`src/rtl/fifo_casc_pkg.sv`:
```
// Shared types and constants for the two-source FIFO cascade arbiter.
package fifo_casc_pkg;

    localparam int DW_DEF = 36;

    localparam logic SRC_A = 1'b0;
    localparam logic SRC_B = 1'b1;

    typedef enum logic [1:0] {
        IDLE    = 2'd0,
        BURST_A = 2'd1,
        BURST_B = 2'd2
    } state_e;

endpackage

```
`src/rtl/fifo_cascade_arb_skid.sv`:
```
// Two-entry skid FIFO with a registered head; push and pop may coincide.
module skid_buf2 #(
    parameter int W = 37
) (
    input  logic         clk,
    input  logic         rst_n,
    input  logic         push,
    input  logic         pop,
    input  logic [W-1:0] din,
    output logic [W-1:0] head,
    output logic [1:0]   occ
);

    logic [W-1:0] e0_q, e1_q;
    logic [1:0]   occ_q;

    always_ff @(posedge clk or negedge rst_n) begin
        if (!rst_n) begin
            e0_q  <= '0;
            e1_q  <= '0;
            occ_q <= 2'd0;
        end else begin
            case ({push, pop})
                2'b10: begin
                    if (occ_q == 2'd0) e0_q <= din;
                    else               e1_q <= din;
                    occ_q <= occ_q + 2'd1;
                end
                2'b01: begin
                    e0_q  <= e1_q;
                    occ_q <= occ_q - 2'd1;
                end
                2'b11: begin
                    // occupancy is unchanged; only the entries shift
                    if (occ_q == 2'd1) begin
                        e0_q <= din;
                    end else begin
                        e0_q <= e1_q;
                        e1_q <= din;
                    end
                end
                default: ;
            endcase
        end
    end

    assign head = e0_q;
    assign occ  = occ_q;

endmodule

```
`src/rtl/fifo_cascade_arb.sv`:
```
// Round-robin burst arbiter merging two standard-mode FIFOs into one sink.
module fifo_cascade_arb
    import fifo_casc_pkg::*;
#(
    parameter int DW        = DW_DEF,
    parameter int MAX_BURST = 16,
    parameter int CNT_W     = 16
) (
    input  logic             int_clk,
    input  logic             rst_n,
    input  logic             en,
    input  logic             empty_a,
    input  logic [DW-1:0]    dout_a,
    output logic             rd_en_a,
    input  logic             empty_b,
    input  logic [DW-1:0]    dout_b,
    output logic             rd_en_b,
    input  logic             full_1,
    output logic             wr_en_1,
    output logic [DW-1:0]    din_1,
    output logic             wr_src,
    output logic [1:0]       grant,
    output logic             busy,
    output logic [CNT_W-1:0] cnt_a,
    output logic [CNT_W-1:0] cnt_b
);

    localparam int BW = $clog2(MAX_BURST + 1);
    localparam logic [BW-1:0] BMAX = BW'(MAX_BURST);

    state_e           state_q;
    logic             rr_q;
    logic [BW-1:0]    bcnt_q;
    logic             infl_q;
    logic             infl_src_q;
    logic [CNT_W-1:0] cnt_a_q, cnt_b_q;

    logic [DW:0] head;
    logic [DW:0] cap;
    logic [1:0]  occ;
    logic [2:0]  pend;
    logic        pop, credit, in_burst, leave, rd;
    logic        cur_src, cur_empty, oth_empty;

    assign pop       = (occ != 2'd0) & ~full_1;
    // words that would sit in the skid after this cycle without a new read
    assign pend      = {1'b0, occ} + {2'b00, infl_q} - {2'b00, pop};
    assign credit    = (pend <= 3'd1);
    assign in_burst  = (state_q != IDLE);
    assign cur_src   = (state_q == BURST_B) ? SRC_B : SRC_A;
    assign cur_empty = (cur_src == SRC_B) ? empty_b : empty_a;
    assign oth_empty = (cur_src == SRC_B) ? empty_a : empty_b;
    assign leave     = in_burst & (~en | cur_empty | (bcnt_q == BMAX));
    assign rd        = in_burst & ~leave & credit;

    assign rd_en_a = rd & (cur_src == SRC_A);
    assign rd_en_b = rd & (cur_src == SRC_B);
    assign cap     = {infl_src_q, (infl_src_q == SRC_B) ? dout_b : dout_a};

    skid_buf2 #(.W(DW + 1)) u_skid (
        .clk   (int_clk),
        .rst_n (rst_n),
        .push  (infl_q),
        .pop   (pop),
        .din   (cap),
        .head  (head),
        .occ   (occ)
    );

    assign wr_en_1 = pop;
    assign din_1   = head[DW-1:0];
    assign wr_src  = head[DW];
    assign grant   = {state_q == BURST_B, state_q == BURST_A};
    assign busy    = in_burst | infl_q | (occ != 2'd0);
    assign cnt_a   = cnt_a_q;
    assign cnt_b   = cnt_b_q;

    always_ff @(posedge int_clk or negedge rst_n) begin
        if (!rst_n) begin
            state_q    <= IDLE;
            rr_q       <= SRC_A;
            bcnt_q     <= '0;
            infl_q     <= 1'b0;
            infl_src_q <= SRC_A;
            cnt_a_q    <= '0;
            cnt_b_q    <= '0;
        end else begin
            infl_q <= rd;
            if (rd) infl_src_q <= cur_src;
            if (pop) begin
                if (wr_src == SRC_B) cnt_b_q <= cnt_b_q + CNT_W'(1);
                else                 cnt_a_q <= cnt_a_q + CNT_W'(1);
            end
            unique case (state_q)
                IDLE: begin
                    bcnt_q <= '0;
                    if (en & ~empty_a & ((rr_q == SRC_A) | empty_b))
                        state_q <= BURST_A;
                    else if (en & ~empty_b)
                        state_q <= BURST_B;
                end
                BURST_A, BURST_B: begin
                    if (leave) begin
                        rr_q   <= ~cur_src;
                        bcnt_q <= '0;
                        if (en & ~oth_empty)
                            state_q <= (cur_src == SRC_B) ? BURST_A : BURST_B;
                        else if (en & ~cur_empty)
                            state_q <= state_q;
                        else
                            state_q <= IDLE;
                    end else if (rd) begin
                        bcnt_q <= bcnt_q + BW'(1);
                    end
                end
                default: state_q <= IDLE;
            endcase
        end
    end

endmodule

```
`config.mk`:
```
export PLATFORM = sky130hd
export DESIGN_NAME = fifo_cascade_arb
export DESIGN_NICKNAME = d
export VERILOG_FILES = /design/src/rtl/fifo_casc_pkg.sv /design/src/rtl/fifo_cascade_arb_skid.sv /design/src/rtl/fifo_cascade_arb.sv
export SDC_FILE = /design/constraint.sdc
export NUM_CORES = 1
export LEC_CHECK = 0
export ABC_AREA = 1
export ABC_CLOCK_PERIOD_IN_PS = 7000
export BUFFER_PORTS_ARGS = -buffer_cell sky130_fd_sc_hd__buf_2
export CELL_PAD_IN_SITES_DETAIL_PLACEMENT = 1
export CELL_PAD_IN_SITES_GLOBAL_PLACEMENT = 1
export CORE_MARGIN = 3
export CORE_UTILIZATION = 44
export CTS_BUF_LIST = sky130_fd_sc_hd__clkbuf_4
export CTS_CLUSTER_DIAMETER = 100
export DETAILED_ROUTE_END_ITERATION = 6
export PLACE_DENSITY = 0.84
export SKIP_LAST_GASP = 1
export SYNTH_ARGS = -nofsm -noshare
export SYNTH_HDL_FRONTEND = slang
export SYNTH_SLANG_ARGS = --single-unit
```
`constraint.sdc`:
```
create_clock -name int_clk -period 7 [get_ports int_clk]
set_input_delay 1.4 -clock int_clk [delete_from_list [all_inputs] [get_ports int_clk]]
set_output_delay 1.4 -clock int_clk [all_outputs]
set_load 0.01 [all_outputs]
```
==> impl_summary.md <==
Critical path
The cell at the slowest stage of the critical path is fa_1. The critical path is of the in -> out type. The logic depth of the worst register-to-register path is 15. The data arrival time of the critical path is 3.54 ns. The startpoint of the worst-slack reg-to-reg timing path is u_skid.occ[1]$_DFFE_PN0P_.

STA classifies the critical path startpoint as a primary input. The worst register-to-register path has a setup slack of 3.90 ns. The family with the most delay on the worst path is simple AND/OR/NAND/NOR gates.

The capturing element type of the critical path is a primary output. STA puts the critical path data required time at 5.60 ns. The critical path contains buffers and inverters numbering 4 combined. Along the worst path, the maximum fanout reaches 6. The worst register-to-register path ends at bcnt_q[4]$_DFFE_PN0P_. In this design, the stage delay of the slowest critical-path cell is 0.48 ns. Walking the worst path, the cells encountered are buf_2 -> nor2_8 -> xor2_1 -> ha_1 -> inv_1 -> fa_1 -> inv_1 -> nor2_1 -> nand3_1 -> or2_2 -> nor2_1 -> buf_2.

Yosys
Synthesis produced 710 cells. The yosys synthesis warning count is 0. A synthesized cell averages 8.68 sq um. Of the total synthesized cell area, the portion taken by AND, OR, NAND and NOR gates is 0.192. The count of different cell masters after synthesis is 33. The post-synthesis share of cell area spent on full adders, half adders and majority gates is 0.0256. The share of the Yosys chip area taken by registers is 0.479. Of the total synthesized cell area, the portion taken by XOR and XNOR cells is 0.0369. The compound-cell area share of the yosys netlist is 0.122. Counting flops and latches in the post-synthesis netlist gives 118.

The net count after synthesis is 800. The dominant combinational cell family by area after synthesis is simple AND/OR/NAND/NOR gates. The fraction of synthesized area in multiplexers is 0.0584. The total standard cell area after synthesis is 6170 sq um.

Timing
The max-slew violation count is 0. The transition time of the tightest slew-check pin is 1.09 ns. Dividing the final minimum period by the clock period gives 0.705. The final hold violation count is 0. The setup skew after layout is 0.0165 ns. The final critical path time including I/O delays and setup is 4.94 ns. The final hold slack is 0.497 ns. The worst slew slack as a fraction of its limit is 0.274. Based on the critical path, the design can be clocked at up to 203 MHz. Setup repair after global routing left no endpoint under its margin. For the final routed database, the setup TNS stands at 0 ns. Setup violations remaining at the end of the flow were counted as 0.

Final layout
The number of inserted filler cells in the final layout is 1,693. The combined flip-flop and latch cell area is 2950 sq um. The number of nets in the layout is 947. The area growth from synthesis to layout is 17.2%.

Measured on the finished design, the core utilization comes to 0.537. In the final layout, the share of cells above drive strength 1 is 0.232. In the final layout, the multi-input gates occupy 2700 sq um. The number of antenna diodes in the final layout is 0.

Placed design
The detailed placer's ending HPWL is 12.1 mm. The weighted congestion reported at the end of routability-driven placement is 0.898. In this run the tool buffered the top-level ports with 152 buffer cells.

Clock network
The insertion delay of the later-clocked pin in the worst-skew pair is 0.53 ns. Clock-pin slew was measured on the worst setup and hold paths at 0.09 ns. In this run the number of H-tree levels came out at 4. The clock net in this run drives a total of 118 sinks. The clock root buffer is clkbuf_4. Buffers added to address setup during post-CTS repair amount to 0. TritonCTS built the clock tree. The maximum clock insertion buffer count is 2. The number of hold buffers added after CTS was 0. The total of cells resized after clock tree synthesis is 0. The number of clock buffers added by TritonCTS is 17.

Min path
The worst hold path startpoint is u_skid.e1_q[34]$_DFFE_PN0P_. The worst hold path depth is 2. The path with the worst hold slack has its endpoint at u_skid.e1_q[34]$_DFFE_PN0P_. The type of the most critical hold path is reg -> reg.

Job
Across the run, the number of max-cap violations was 0.

Detailed routing
For this run, the detailed router's first-pass iteration total came to 6. Across all layers, the routed design uses 5,405 vias. For this run, design rule violations remaining after detail routing come to 0. The number of nets with antenna violations after detailed routing is 0. The violation count after the first detailed-route iteration is 253. In the final routed layout, each cell accounts on average for 15.9 microns. For this block, the routed nets add up to 16.7 mm of wire. After detailed routing, the number of vias per cell comes to 5.17.

GRT
The first global-routing pass estimated 28.2 mm of wire. The residual overflow from global routing is 0. The number of global-route vias before repair was 5,719. For this run, the total global-route usage over all layers was measured as 0.220. The initial antenna violation count came to 0. Entering global routing, the biggest net connects 75 pins.

Floorplan
The die covers 15,500 sq um. The placeable core area is 13,500 sq um. The die height is 124 microns. The initial utilization of the core area, before any placement, comes to 0.458.

The die boundary width is 124 microns. After floorplanning, the core was divided into 42 placement rows. During I/O placement, the number of pins put on the boundary was 153.

Power
The analysis attributes to cell leakage a power of 3.84 nW. The maximum vdd ir drop is 0.292 mV. For this design the ratio of total power to cell area is 373 nW/um^2.

Run status
The run finished with clean final reports.
power breakdown:
group | leakage [nW] | switching (mW) | internal [mW]
clock | 0.141 | 0.243 | 0.197
combinational | 2.21 | 0.669 | 0.420
sequential | 1.49 | 0.241 | 0.928
state kept, by name, summed over array words and instances, names as in the netlist:
name / flops
infl_q: 1
u_skid.e1_q: 37
bcnt_q: 5
state_q: 2
infl_src_q: 1
u_skid.head: 37
cnt_a: 16
rr_q: 1
u_skid.occ: 2
cnt_b: 16
stage by stage:
stage	total power [mW]	std cells	setup WS, ns	instance area (sq um)
finish	2.70	1045	2.06	7230
CTS	2.73	1045	2.05	7230
global placement	2.18	1014	2.23	6990
floorplan	1.88	710	2.51	6170
global route	2.93	1045	1.91	7230
detailed placement	2.27	1014	2.06	6990
cell families after synthesis:
logic type      after synthesis
simple gates                275
compound gates              129
flops                       118
buf+inv                     114
mux                          36
xor+xnor                     26
fa+ha+maj                    12
cell usage after synthesis (all sizes together):
cell | instances | area [sq um]
o31ai | 1 | 7.51
buf | 26 | 198
fa | 1 | 20.0
xnor2 | 7 | 61.3
o21ai | 84 | 428
inv | 84 | 315
ha | 11 | 138
dfrtp | 118 | 2950
nand3 | 21 | 110
mux2i | 36 | 360
or2 | 1 | 6.26
o211ai | 38 | 285
nand4 | 6 | 37.5
nor2 | 51 | 245
xor2 | 19 | 166
nor3 | 9 | 56.3
nand2 | 187 | 731
clkinv | 1 | 3.75
clkbuf | 3 | 13.8
a21oi | 6 | 30.0
layer usage:
layer,track usage,wire [microns],vias to the layer above
met4,0.0812,304,0
met5,0,0,-
met3,0.0450,610,24
met1,0.273,7220,2658
met2,0.381,8530,116
li1,-,-,2607
cell usage in the layout (no fill, tap or decap), drive strengths merged:
cell type	count
a21oi	6
buf	157
bufinv	1
clkbuf	24
clkinv	7
dfrtp	118
fa	1
ha	11
inv	84
mux2i	36
nand2	187
nand3	21
nand4	6
nor2	51
nor3	9
o211ai	38
o21ai	84
o31ai	1
or2	1
xnor2	7
xor2	19
worst max-delay path by stage:
stage          startpoint      end  slack [ns]  cells past startpoint
3_5_place_dp       full_1  rd_en_a        2.06                     12
3_3_place_gp       full_1  rd_en_a        2.23                     12
6_report           full_1  rd_en_a        2.06                     12
5_1_grt            full_1  rd_en_a        1.91                     12
2_1_floorplan      full_1  rd_en_a        2.51                     10
4_1_cts            full_1  rd_en_a        2.05                     12
area by class of cell:
cell class	instances	area share
Inverter	85	0.0441
Clock inverter	7	0.00779
Clock buffer	24	0.0249
Sequential cell	118	0.409
Timing Repair Buffer	157	0.111
Multi-Input combinational cell	478	0.373
Tap cell	176	0.0305
worst reg2reg max path: stages (launching register included):
cell	delay, ns
dfrtp_1	0.44
inv_1	0.13
ha_1	0.30
nor2_8	0.25
xor2_1	0.18
ha_1	0.18
inv_1	0.06
fa_1	0.48
inv_1	0.04
nor2_1	0.09
nand3_1	0.13
nand2_1	0.09
inv_1	0.05
a21oi_1	0.41
nand2_1	0.13
nand2_1	0.10
Power figures use the tool's default switching activity.
